$ cat src/rtl/lane_spawner.sv
// Lane spawner: draws per-lane car settings from a free-running LFSR at the
// start of a round, then arms each lane's SpawnEnable in turn, spaced by a
// programmable number of frame ticks.
//
// state    | meaning
// ---------+--------------------------------------------------------------
// ST_IDLE  | waiting for Start; all enables low
// ST_DRAW  | load lane idx settings from the current LFSR value
// ST_SETTLE| settings held one cycle, then raise SpawnEnable[idx]
// ST_WAIT  | count StaggerFrames frame ticks before the next lane
// ST_DONE  | all lanes armed; hold until Clear

`timescale 1ns/1ps

module lane_spawner #(
   parameter int          NumLanes      = 8,
   parameter int          StaggerFrames = 4,
   parameter logic [15:0] Seed          = 16'hACE1
) (
   input  logic                  Clk,
   input  logic                  Reset,
   input  logic                  Start,
   input  logic                  Clear,
   input  logic                  FrameTick,
   output logic [NumLanes-1:0]   SpawnEnable,
   output logic [NumLanes-1:0]   Direction,
   output logic [2*NumLanes-1:0] CarType,
   output logic [3*NumLanes-1:0] CarCount,
   output logic [3*NumLanes-1:0] CarSpeed,
   output logic                  Busy,
   output logic                  Done
);

   localparam logic [15:0] LFSR_MASK = 16'hB400;
   // An all-zero seed would lock the LFSR at zero forever.
   localparam logic [15:0] SEED_EFF  = (Seed == 16'h0000) ? 16'h0001 : Seed;
   localparam int          IW        = (NumLanes < 2) ? 1 : $clog2(NumLanes);
   localparam int          CW        = (StaggerFrames < 2) ? 1 : $clog2(StaggerFrames + 1);
   localparam logic [IW-1:0] LAST_IDX = IW'(NumLanes - 1);

   typedef enum logic [2:0] {
      ST_IDLE,
      ST_DRAW,
      ST_SETTLE,
      ST_WAIT,
      ST_DONE
   } state_t;

   state_t        state;
   logic [IW-1:0] idx;
   logic [CW-1:0] frame_cnt;
   logic [15:0]   lfsr;
   logic [15:0]   lfsr_next;
   logic [2:0]    draw_count;
   logic [2:0]    draw_speed;

   assign lfsr_next = {1'b0, lfsr[15:1]} ^ (lfsr[0] ? LFSR_MASK : 16'h0000);

   // Fold 0..7 onto 1..5 so a lane never spawns zero cars.
   assign draw_count = (lfsr[6:4] <= 3'd4) ? (lfsr[6:4] + 3'd1) : (lfsr[6:4] - 3'd4);
   assign draw_speed = {1'b0, lfsr[9:8]} + 3'd1;

   // Free-running LFSR; it keeps stepping in every state so the Start timing
   // perturbs which values a round sees.
   always_ff @(posedge Clk) begin
      if (!Reset) begin
         lfsr <= SEED_EFF;
      end else begin
         lfsr <= lfsr_next;
      end
   end

   // Sequencer with registered enables, settings and status flags.
   always_ff @(posedge Clk) begin
      if (!Reset) begin
         state       <= ST_IDLE;
         idx         <= '0;
         frame_cnt   <= '0;
         SpawnEnable <= '0;
         Direction   <= '0;
         CarType     <= '0;
         CarCount    <= '0;
         CarSpeed    <= '0;
         Busy        <= 1'b0;
         Done        <= 1'b0;
      end else if (Clear) begin
         // Settings buses are left untouched so lanes keep what they captured.
         state       <= ST_IDLE;
         SpawnEnable <= '0;
         Busy        <= 1'b0;
         Done        <= 1'b0;
      end else begin
         case (state)
            ST_IDLE: begin
               if (Start) begin
                  state <= ST_DRAW;
                  idx   <= '0;
                  Busy  <= 1'b1;
               end
            end
            ST_DRAW: begin
               Direction[idx]       <= lfsr[0];
               CarType[2*idx +: 2]  <= lfsr[2:1];
               CarCount[3*idx +: 3] <= draw_count;
               CarSpeed[3*idx +: 3] <= draw_speed;
               state                <= ST_SETTLE;
            end
            ST_SETTLE: begin
               SpawnEnable[idx] <= 1'b1;
               if (idx == LAST_IDX) begin
                  state <= ST_DONE;
                  Busy  <= 1'b0;
                  Done  <= 1'b1;
               end else if (StaggerFrames == 0) begin
                  state <= ST_DRAW;
                  idx   <= idx + IW'(1);
               end else begin
                  state     <= ST_WAIT;
                  frame_cnt <= CW'(StaggerFrames);
               end
            end
            ST_WAIT: begin
               if (FrameTick) begin
                  if (frame_cnt == CW'(1)) begin
                     state <= ST_DRAW;
                     idx   <= idx + IW'(1);
                  end else begin
                     frame_cnt <= frame_cnt - CW'(1);
                  end
               end
            end
            ST_DONE: begin
               state <= ST_DONE;
            end
            default: begin
               state <= ST_IDLE;
            end
         endcase
      end
   end

endmodule

$ cat config.mk
export PLATFORM = sky130hd
export DESIGN_NAME = lane_spawner
export DESIGN_NICKNAME = d
export VERILOG_FILES = /design/src/rtl/lane_spawner.sv
export SDC_FILE = /design/constraint.sdc
export NUM_CORES = 1
export LEC_CHECK = 0
export BUFFER_PORTS_ARGS = -buffer_cell sky130_fd_sc_hd__buf_2
export CORE_MARGIN = 3
export CORE_UTILIZATION = 45
export DETAILED_ROUTE_END_ITERATION = 10
export GPL_TIMING_DRIVEN = 1
export PLACE_DENSITY = 0.67
export SYNTH_ARGS = -nofsm -noshare
export SYNTH_HDL_FRONTEND = slang
export SYNTH_SLANG_ARGS = --single-unit
$ cat constraint.sdc
create_clock -name Clk -period 6.15 [get_ports Clk]
set_input_delay 0 -clock Clk [delete_from_list [all_inputs] [get_ports Clk]]
set_output_delay 0 -clock Clk [all_outputs]
set_load 0.05 [all_outputs]
# [Yosys cells after proc, flatten, opt, wreduce, memory -nomap -nowiden]
# Cells that the tools add are included.
[word_totals] in_bits=5 word_cells=79 reg_bits=107 out_inout_bits=82
[classes] reduce_logical=12 n_addsub=7 mul=1 n_eq_ne=12 muxes=24 n_lt_le_gt_ge=3 shift=5 bitwise_logic=4
[ops] op="$shiftx 3x34->24" n=2
[ops] op="$bwmux 24" n=2
[ops] op="$neg 4->34" n=1
[ops] op="$neg 5->34" n=1
[ops] op="$shift 2x34->16 const A" n=1
[ops] op="$shift 3x34->24 const A" n=1
[ops] op="$shiftx 2x34->16" n=1
[ops] op="$mux 3" n=11
[ops] op="$bwmux 16" n=1
[ops] op="$mux 16" n=1
[ops] op="$xor 15x16->16" n=1
[ops] op="$pmux 3 s5" n=1
[ops] op="$ne 2x2->1 const B" n=6
[ops] op="$pmux 3 s2" n=2
[ops] op="$reduce_and 5->1" n=2
[ops] op="$bwmux 8" n=1
[ops] op="$or 8x8->8" n=1
[ops] op="$add 3x1->3 const B" n=2
[ops] op="$eq 3x1->1 const B" n=2
[ops] op="$eq 3x2->1 const B" n=2
[ops] op="$eq 3x3->1 const B" n=2
[ops] op="$reduce_and 3->1" n=2
[ops] op="$reduce_bool 2->1" n=3
[ops] op="$mul 2x3->5 const A" n=1
[ops] op="14 further kinds" n=18

# [Logic depth before layout (Yosys ltp)]
# Gate-level depths: netlist (run 1).
[logic_depth] word_depth=5 ltp_mapped=9 depth_no_buf=7

# [Least setup slack after synthesis (run 1)]
# No wires, ideal clock.
[synth_path] kind="register -> register" from="register idx[1]" to="register CarType[12]" setup_ns=0.119 path_buffers=1 arrival_time_ns=2.063 path_slack_ns=3.968 period_less_slack_ns=2.182 path_stages_with_launch=9 path_cell_list="dfxtp_1 buf_2 inv_1 ha_1 ha_1 or4b_4 nor2_8 nand2_2 mux2i_1"
[synth_via] elab_chain_cells=3
[synth_rtl] element="from (decl)" line="50" source="logic [IW-1:0] idx;"
[synth_rtl] element="from (signal assigned)" line="116" source="idx <= idx + IW'(1);"
[synth_rtl] element="from (signal assigned)" line="126" source="idx <= idx + IW'(1);"
[synth_rtl] element="$neg 4->34 *" line="103" source="CarType[2*idx +: 2] <= lfsr[2:1];"
[synth_rtl] element="$shiftx 2x34->16 / $shift 2x34->16 (equally long branches)" line="103"
[synth_rtl] element="$bwmux 16 *" line="103"
[synth_rtl] element="to (signal, indexed assignment)" line="103"
[synth_rtl] element="to (decl)" line="27" source="output logic [2*NumLanes-1:0] CarType,"
# Mark *: on every way between the ends. The rest lies on a longest branch, timed or not.
# A chain may end at the register's enable or synchronous reset.

# [Worst setup path in the final report (run 1)]
[layout_path] from="register idx[0]" to="register CarType[9]"
# Same word-level chain as after synthesis.

==> flow_metrics.tcl, run 1 <==
set metrics [dict create \
    cts-root-buf "clkbuf_8" \
    regArea_mm2 0.00214 \
    postRouteAntennaNets 0 \
    ys.warnings.count 0 \
    r2r_cells 7 \
    synth_area_per_cell_um2 8.75 \
    drv_cap 0 \
    htree_levels 3 \
    utilization 0.542 \
    finalSetupViolCount 0 \
    synth_edf_count 0 \
    crit_required_ps 6460 \
    layout_commonest_cell "dfxtp_1" \
    place.gp.congestion 0.844 \
    slew_headroom 0.335 \
    die_w_um 105 \
    wire_per_inst_um 15.1 \
    setup_tns_ps 0 \
    cts_resized 0 \
    fin_skew_ps 17.5 \
    yosys.area.top_type "dfxtp_1" \
    fill_cells 937 \
    dieArea_mm2 0.0110 \
    io_pins 87 \
    grt_util_all_layers 0.196 \
    synthFlopType "dfxtp_1" \
    period_share 0.502 \
    cpMostUsedCell "ha_1" \
    synthTopCellsByArea "dfxtp_1 (49%), nand2_1 (8.3%), nand3_1 (5.9%)" \
    crit_path_end "CarType[9]" \
    drc 0 \
    antenna_found_initial 0 \
    die_y_um 105 \
    p_leak_nw 2.13 \
    start_util 0.468 \
    cp-start-kind "register" \
    hold_path.class "input port to register" \
    slowest_stage "dfxtp_1" \
    slew_violations 0 \
    startpoint "idx[0]" \
    r2r_end "CarType[9]" \
    dp_hpwl_mm 7.83 \
    grt_max_degree 63 \
    num_vias 3769 \
    grt_pass1_vias 3505 \
    synth_top_area_frac 0.489 \
    regToRegStartpoint "idx[0]" \
    synthesis.area_mm2 0.00438 \
    ys_seq_elements 107 \
    mostFrequentLayoutCells "dfxtp_1 (107), nand2_1 (97), buf_2 (86), nand3_1 (52), nor2_1 (22)" \
    worst_setup_path_end_kind "register" \
    syn_to_final_growth_pct 16.0 \
    worstSetupPathDepth 7 \
    cts_made_buffers 9 \
    rsz0062_at_grt "no" \
    cpLargestDelayFamily "adder cells" \
    arrival_ps 3390 \
    yosysSeqAreaShare 0.489 \
    syn_nets 518 \
    worst_ir_drop_vdd_mv 0.152 \
    async_flop_share 0 \
    min_from "Clear" \
    period_needed_ps 3090 \
    max_freq_ghz 0.324 \
    clk_latency_ps 380 \
    cts_tree "built" \
    max_stage_delay_ps 690 \
    path_cells "inv_1, ha_1, ha_1, and4bb_2, o2111ai_1, nor2_1, mux2i_1" \
    antenna_cells 0 \
    rrSetupSlack_ps 3060 \
    crit_buf_inv 1 \
    cts_hold_buf 2 \
    layout-drive-gt1-share 0.205 \
    status "finished, final reports clean" \
    crit_fanout 18 \
    tightest_slew_ps 997 \
    synth.distinct_cells 42 \
    drtIter0Drc 200 \
    final_nets 592 \
    clk_pin_slew_worst_paths_ps 100 \
    multi_input_area_mm2 0.00210 \
    dr.pass1.iters 5 \
    via_per_inst 5.32 \
    path_class "register to register" \
    rows 35 \
    syn-instance-count 501 \
    cts_setup_buffers 0 \
    grt-ovfl-total 0 \
    port_buffers 86 \
    cts.sink_count 107 \
    final_hold_viol_count 0 \
    wl_mm 10.7 \
    grt_first_pass_wirelength_mm 17.6 \
    cts_max_path_buffers 2 \
    core-area_mm2 0.00937 \
    power_density_mw_per_mm2 231 \
]
[how the worst min path moves through the flow]
stage,cells past startpoint,to,slack [ps]
floorplan,2,state[2],210
global placement,4,frame_cnt[2],360
detailed placement,4,frame_cnt[2],370
CTS,4,Direction[0],100
global route,4,Direction[0],140
finish,4,Direction[0],130
[cell usage after synthesis, types with 10 or more instances]
library cell  number
a21oi_1           10
nand2_1           97
ha_1              12
o21ai_0           15
dfxtp_1          107
o21ai_1           20
clkbuf_1          16
and2_1            10
mux2i_1           19
nor2_1            22
a21boi_1          13
nor2b_1           11
nand2b_1          12
nand3_1           52
[where the power goes]
group | leakage, nW | switching [mW] | total (mW) | internal [mW]
sequential | 0.867 | 0.00798 | 0.710 | 0.702
combinational | 1.17 | 0.0382 | 0.0578 | 0.0196
clock | 0.0961 | 0.251 | 0.406 | 0.155
total | 2.13 | 0.298 | 1.17 | 0.876
[per-stage QoR]
step                total power [mW]  std cells  hold WS, ps  setup slack, ps  cell area, um2
global route                    1.22        709          137             2900            5080
floorplan                      0.767        501          207             3970            4380
finish                          1.17        709          125             3060            5080
CTS                             1.19        709          101             3130            5080
detailed placement             0.782        691          371             3150            4880
global placement               0.780        691          363             3330            4880
[area by class of cell]
class                           instances  share of cell area
Timing Repair Buffer                   90              0.0916
Inverter                                9             0.00665
Sequential cell                       107               0.421
Multi-Input combinational cell        358               0.413
Clock inverter                          7              0.0118
Tap cell                              129              0.0317
Clock buffer                            9              0.0244
[registers in the layout, summed over array words and instances (netlist names)]
signal	cells
Direction	8
CarType	16
state	3
Busy	1
CarSpeed	24
frame_cnt	3
idx	3
CarCount	24
SpawnEnable	8
lfsr	16
Done	1
[cells by family after synthesis]
family | count (synthesis) | share of synthesized area
and+or+nand+nor | 240 | 0.276
DFF | 107 | 0.489
AOI/OAI and AO/OA | 82 | 0.115
buffers and inverters | 36 | 0.0326
muxes | 20 | 0.0460
adders and majority gates | 12 | 0.0343
xor gates and xnor gates | 4 | 0.00800
[per-layer routing]
metal | up-vias | wire [um] | track usage
li1 | 1865 | - | -
met3 | 15 | 581 | 0.0371
met1 | 1781 | 5040 | 0.266
met4 | 0 | 139 | 0.0544
met5 | - | 0 | 0
met2 | 108 | 4940 | 0.321
[tightest hold or removal path, stage by stage]
cell,delay [ps]
buf_2,210
nor4b_4,100
nand3_1,70
a21boi_0,70
(Power assumes the default switching activity.)
==> run 2, diff against run 1 <==
--- a/config.mk
+++ b/config.mk
@@ -10,7 +10,7 @@
 export CORE_UTILIZATION = 45
 export DETAILED_ROUTE_END_ITERATION = 10
 export GPL_TIMING_DRIVEN = 1
-export PLACE_DENSITY = 0.67
+export PLACE_DENSITY = 0.7
 export SYNTH_ARGS = -nofsm -noshare
 export SYNTH_HDL_FRONTEND = slang
 export SYNTH_SLANG_ARGS = --single-unit
==> constraint.sdc (replaced) <==
create_clock -name Clk -period 2.5 [get_ports Clk]
set_input_delay 0 -clock Clk [delete_from_list [all_inputs] [get_ports Clk]]
set_output_delay 0 -clock Clk [all_outputs]
set_load 0.05 [all_outputs]
==> run 2 against run 1 <==
Net effect:
- die area unchanged
- register-to-register slack worse by 2800 ps
- sequential cell count unchanged
- sequential share of layout area down 0.75 points
- core utilization up 0.99 points
- non-clock buffer count up 9
- largest cell class unchanged
- largest power group unchanged
- highest routed layer unchanged
==> flow_metrics.tcl, run 2 (same netlist as run 1, synthesis figures left out) <==
set metrics [dict create \
    min_from "Clear" \
    io_pins 87 \
    crit_required_ps 2750 \
    grt_util_all_layers 0.193 \
    wire_per_inst_um 14.7 \
    slew_headroom 0.571 \
    hold-path-endpoint "Direction[0]" \
    place.gp.congestion 0.839 \
    cts_max_path_buffers 2 \
    worst_setup_path_end_kind "register" \
    tightest_slew_ps 643 \
    p_leak_nw 2.18 \
    status "finished, final reports clean" \
    path_class "register to register" \
    holdWs_ps 122 \
    drv_cap 0 \
    max_freq_ghz 0.440 \
    path_cells "inv_1, ha_1, nor4b_2, nand2_1, o21ai_0, a21boi_1" \
    cts_setup_buffers 0 \
    start_util 0.468 \
    slowest_stage "dfxtp_1" \
    cts_made_buffers 9 \
    largestRegisters "CarCount x24, CarSpeed x24" \
    layout_commonest_cell "dfxtp_1" \
    preCtsSetupSlack_ps 259 \
    slew_violations 0 \
    core-area_mm2 0.00937 \
    die_y_um 105 \
    setup_ws_ps 225 \
    worst_ir_drop_vdd_mv 0.359 \
    worstSetupPathDepth 6 \
    max_stage_delay_ps 480 \
    power_density_mw_per_mm2 571 \
    cp-start-kind "register" \
    dp_hpwl_mm 7.78 \
    mostFrequentLayoutCells "dfxtp_1 (107), nand2_1 (97), buf_2 (86), nand3_1 (51), nor2_1 (22)" \
    crit_buf_inv 1 \
    layout-drive-gt1-share 0.216 \
    port_buffers 86 \
    grt_first_pass_wirelength_mm 17.3 \
    antenna_cells 0 \
    die_w_um 105 \
    antenna_found_initial 0 \
    clk_latency_ps 360 \
    arrival_ps 2520 \
    wl_mm 10.5 \
    grt-ovfl-total 0 \
    cts-root-buf "clkbuf_8" \
    setup_tns_ps 0 \
    drtIter0Drc 258 \
    rrSetupSlack_ps 220 \
    fill_cells 885 \
    fin_skew_ps 10.5 \
    num_vias 3789 \
    cts_tree "built" \
    syn_to_final_growth_pct 18.1 \
    postRouteAntennaNets 0 \
    r2r_cells 6 \
    utilization 0.552 \
    drc 0 \
    hold_path.class "input port to register" \
    rsz0062_at_grt "no" \
    regToRegStartpoint "idx[2]" \
    period_needed_ps 2280 \
    clk_pin_slew_worst_paths_ps 90 \
    via_per_inst 5.28 \
    grt_pass1_vias 3502 \
    dieArea_mm2 0.0110 \
    hold_depth 4 \
    cpLargestDelayFamily "simple AND/OR/NAND/NOR gates" \
    period_share 0.910 \
    cts.sink_count 107 \
    dr.pass1.iters 4 \
    htree_levels 3 \
    rows 35 \
    finalSetupViolCount 0 \
    crit_fanout 8 \
    power_mw 2.96 \
    final_nets 601 \
    r2r_end "CarType[11]" \
    final_hold_viol_count 0 \
    grt_max_degree 48 \
]
## run 2: cell types whose count changed in the layout (fill, tap and decap cells not counted), sizes merged
cell         before  now
bufinv            0    1
dlygate4sd3       2    3
clkbuf            9   11
clkinv            4    2
clkinvlp          0    1
buf              88   96
inv              12   10
## run 2: per-stage QoR
stage	cell area, um2	cells
global placement	4940	699
floorplan	4380	501
detailed placement	4940	699
CTS	5170	718
finish	5180	718
global route	5180	718
## run 2: layout make-up
class,count,area (um2),area share
Tap cell,129,161,0.0312
Clock buffer,11,141,0.0273
Multi-Input combinational cell,358,2100,0.406
Sequential cell,107,2140,0.414
Clock inverter,5,60.1,0.0116
Inverter,9,33.8,0.00653
Timing Repair Buffer,99,536,0.103
## run 2: worst min-delay path, cell delays in order
cell,delay (ps)
buf_2,200
nor4b_4,90
nand3_1,70
a21boi_0,70
## run 2: worst max path at each step
stage           start          end  slack [ps]
3_3_place_gp   idx[2]  CarCount[2]         370
5_1_grt        idx[2]  CarType[11]           1
3_5_place_dp   idx[2]  CarSpeed[2]         260
6_report       idx[2]  CarType[11]         220
4_1_cts        idx[2]  CarSpeed[2]         240
2_1_floorplan  idx[1]  CarType[12]         320
## run 2: power breakdown
group / leakage, nW / total [mW] / switching (mW) / internal [mW]
clock network: 0.0999 / 1.07 / 0.572 / 0.495
registers: 0.867 / 1.74 / 0.0189 / 1.73
logic: 1.21 / 0.145 / 0.0943 / 0.0511
## run 2: what timing repair did
item | 4_1_cts | 5_1_grt
setup endpoints to repair | 0 | 5
hold buffers | 3 | 0
resized for setup | 0 | 1
hold endpoints to repair | 6 | 0
## run 2: per-layer routing
metal	wire length, um	global-route usage	share of wire	vias up
li1	-	-	-	1873
met1	4880	0.267	0.46	1759
met5	0	0	0	-
met3	779	0.0371	0.074	11
met2	4740	0.299	0.45	146
met4	136	0.0684	0.013	0
==> run 3, diff against run 2 <==
--- a/config.mk
+++ b/config.mk
@@ -6,11 +6,13 @@
 export NUM_CORES = 1
 export LEC_CHECK = 0
 export BUFFER_PORTS_ARGS = -buffer_cell sky130_fd_sc_hd__buf_2
+export CELL_PAD_IN_SITES_DETAIL_PLACEMENT = 0
+export CELL_PAD_IN_SITES_GLOBAL_PLACEMENT = 2
 export CORE_MARGIN = 3
-export CORE_UTILIZATION = 45
+export CORE_UTILIZATION = 29
 export DETAILED_ROUTE_END_ITERATION = 10
 export GPL_TIMING_DRIVEN = 1
-export PLACE_DENSITY = 0.7
+export PLACE_DENSITY_LB_ADDON = 0.1
 export SYNTH_ARGS = -nofsm -noshare
 export SYNTH_HDL_FRONTEND = slang
 export SYNTH_SLANG_ARGS = --single-unit
==> run 3 against run 2 <==
Net effect:
- via count decreased by 1.6%
- highest routed layer unchanged
- combinational power about the same
- sequential share of layout area decreased by 1.7 points
- clock skew decreased by 2.8 ps
- first-iteration DRC count decreased by 45%
- non-clock buffer count increased by 4
- critical endpoint unchanged
- cell area increased by 4.2%
- global-route usage decreased by 4.0 points
- routed wire length increased by 17%
- register-to-register slack got worse by 50 ps
- largest power group unchanged
==> flow_metrics.tcl, run 3 (same netlist as run 1, synthesis figures left out) <==
set metrics [dict create \
    status "finished, final reports clean" \
    drv_cap 0 \
    worst_setup_path_end_kind "register" \
    postRouteAntennaNets 0 \
    place.gp.congestion 0.742 \
    worst_ir_drop_vdd_mv 0.335 \
    fin_skew_ps 7.66 \
    max_stage_delay_ps 620 \
    tightest_slew_ps 682 \
    dieArea_mm2 0.0166 \
    via_per_inst 4.80 \
    path_cells "inv_1, ha_1, or4b_4, nor2_4, nand4_1, a21boi_1" \
    grt-ovfl-total 0 \
    highest_layer "met4" \
    grt_util_all_layers 0.153 \
    cpLargestDelayFamily "simple AND/OR/NAND/NOR gates" \
    power_density_mw_per_mm2 625 \
    slew_violations 0 \
    wl_met2_mm 5.88 \
    setup_tns_ps 0 \
    io_pins 87 \
    drc 0 \
    crit_fanout 8 \
    cts_max_path_buffers 2 \
    die_w_um 129 \
    rows 44 \
    start_util 0.299 \
    crit_required_ps 2780 \
    num_vias 3727 \
    power_mw 3.37 \
    cp-start-kind "register" \
    period_share 0.930 \
    grt_pass1_vias 3604 \
    clk_latency_ps 350 \
    grt_max_degree 46 \
    arrival_ps 2610 \
    cts_tree "built" \
    rsz0062_at_grt "no" \
    p_leak_nw 2.25 \
    dr.pass1.iters 4 \
    crit_buf_inv 1 \
    layout-drive-gt1-share 0.228 \
    final_hold_viol_count 0 \
    clk_pin_slew_worst_paths_ps 70 \
    htree_levels 3 \
    core-area_mm2 0.0146 \
    wire_per_inst_um 15.8 \
    period_needed_ps 2330 \
    drtIter0Drc 143 \
    fill_cells 1526 \
    multi_input_area_mm2 0.00211 \
    slowest_stage "or4b_4" \
    layout_commonest_cell "dfxtp_1" \
    max_freq_ghz 0.430 \
    utilization 0.368 \
    dp_hpwl_mm 9.11 \
    syn_to_final_growth_pct 23.1 \
    antenna_cells 0 \
    grt_first_pass_wirelength_mm 19.7 \
    finalSetupViolCount 0 \
    m1WireLength_mm 5.77 \
    wl_mm 12.3 \
    mostFrequentLayoutCells "dfxtp_1 (107), nand2_1 (96), buf_2 (85), nand3_1 (51), nor2_1 (22)" \
    largestRegisters "CarCount x24, CarSpeed x24" \
    routed-wl-met3_um 510 \
    cts-root-buf "clkbuf_16" \
    final_nets 605 \
    die_y_um 129 \
    port_buffers 86 \
    antenna_found_initial 0 \
    regArea_mm2 0.00214 \
    path_class "register to register" \
    slew_headroom 0.545 \
    cts.sink_count 107 \
    cts_made_buffers 9 \
    hold_path.class "input port to register" \
]
==> run 3: changes by cell type in the layout (fill, tap and decap cells not counted), sizes merged <==
| cell | delta |
|---|---|
| buf | +6 |
| dlygate4sd3 | -2 |
| inv | +2 |
| clkbuf | -1 |
| clkinv | -1 |
==> run 3: final cells by class <==
class                           count  area share
Multi-Input combinational cell    358       0.392
Timing Repair Buffer              103       0.104
Inverter                            9     0.00626
Tap cell                          184      0.0427
Clock buffer                       10      0.0443
Clock inverter                      6      0.0132
Sequential cell                   107       0.397
==> run 3: path summary, 6_finish.rpt <==
check	start	to	slack, ps	cells after the start
hold reg to reg	lfsr[7]	lfsr[6]	420	1
setup reg to reg	idx[2]	CarType[11]	170	6
hold / removal	Start	Busy	20	4
setup / recovery	idx[2]	CarType[11]	170	6
==> run 3: what timing repair did <==
action / in CTS / in global routing
endpoints found under the setup margin: 0 / 8
resized for setup: 0 / 3
buffers inserted: 0 / 0
hold buffers: 1 / 0
endpoints found under the hold margin: 1 / 0
==> run 3: power by group <==
group	switching (mW)	total (mW)	internal (mW)
Sequential	0.0196	1.75	1.73
Clock	0.662	1.48	0.817
Combinational	0.0971	0.146	0.0491
==> run 3: per-layer routing <==
layer  GRT usage  vias to the layer above
met5           0                        -
met4      0.0352                        0
met3      0.0448                        7
met2       0.250                       74
met1       0.200                     1751
li1            -                     1895
==> run 3: tightest hold or removal path, stage by stage <==
cell       delay, ps
buf_2             90
a21oi_1           50
a2bb2oi_1        120
nor2_1            70
==> run 3: stage by stage <==
| stage | cell area, um2 | cells | worst slack [ps] | hold slack, ps |
|---|---|---|---|---|
| global placement | 5060 | 760 | 261 | 370 |
| detailed placement | 5060 | 760 | 80.3 | 371 |
| finish | 5390 | 777 | 174 | 18.0 |
| floorplan | 4380 | 501 | 318 | 207 |
| CTS | 5380 | 777 | 72.6 | 3.24 |
| global route | 5390 | 777 | 15.4 | 53.4 |
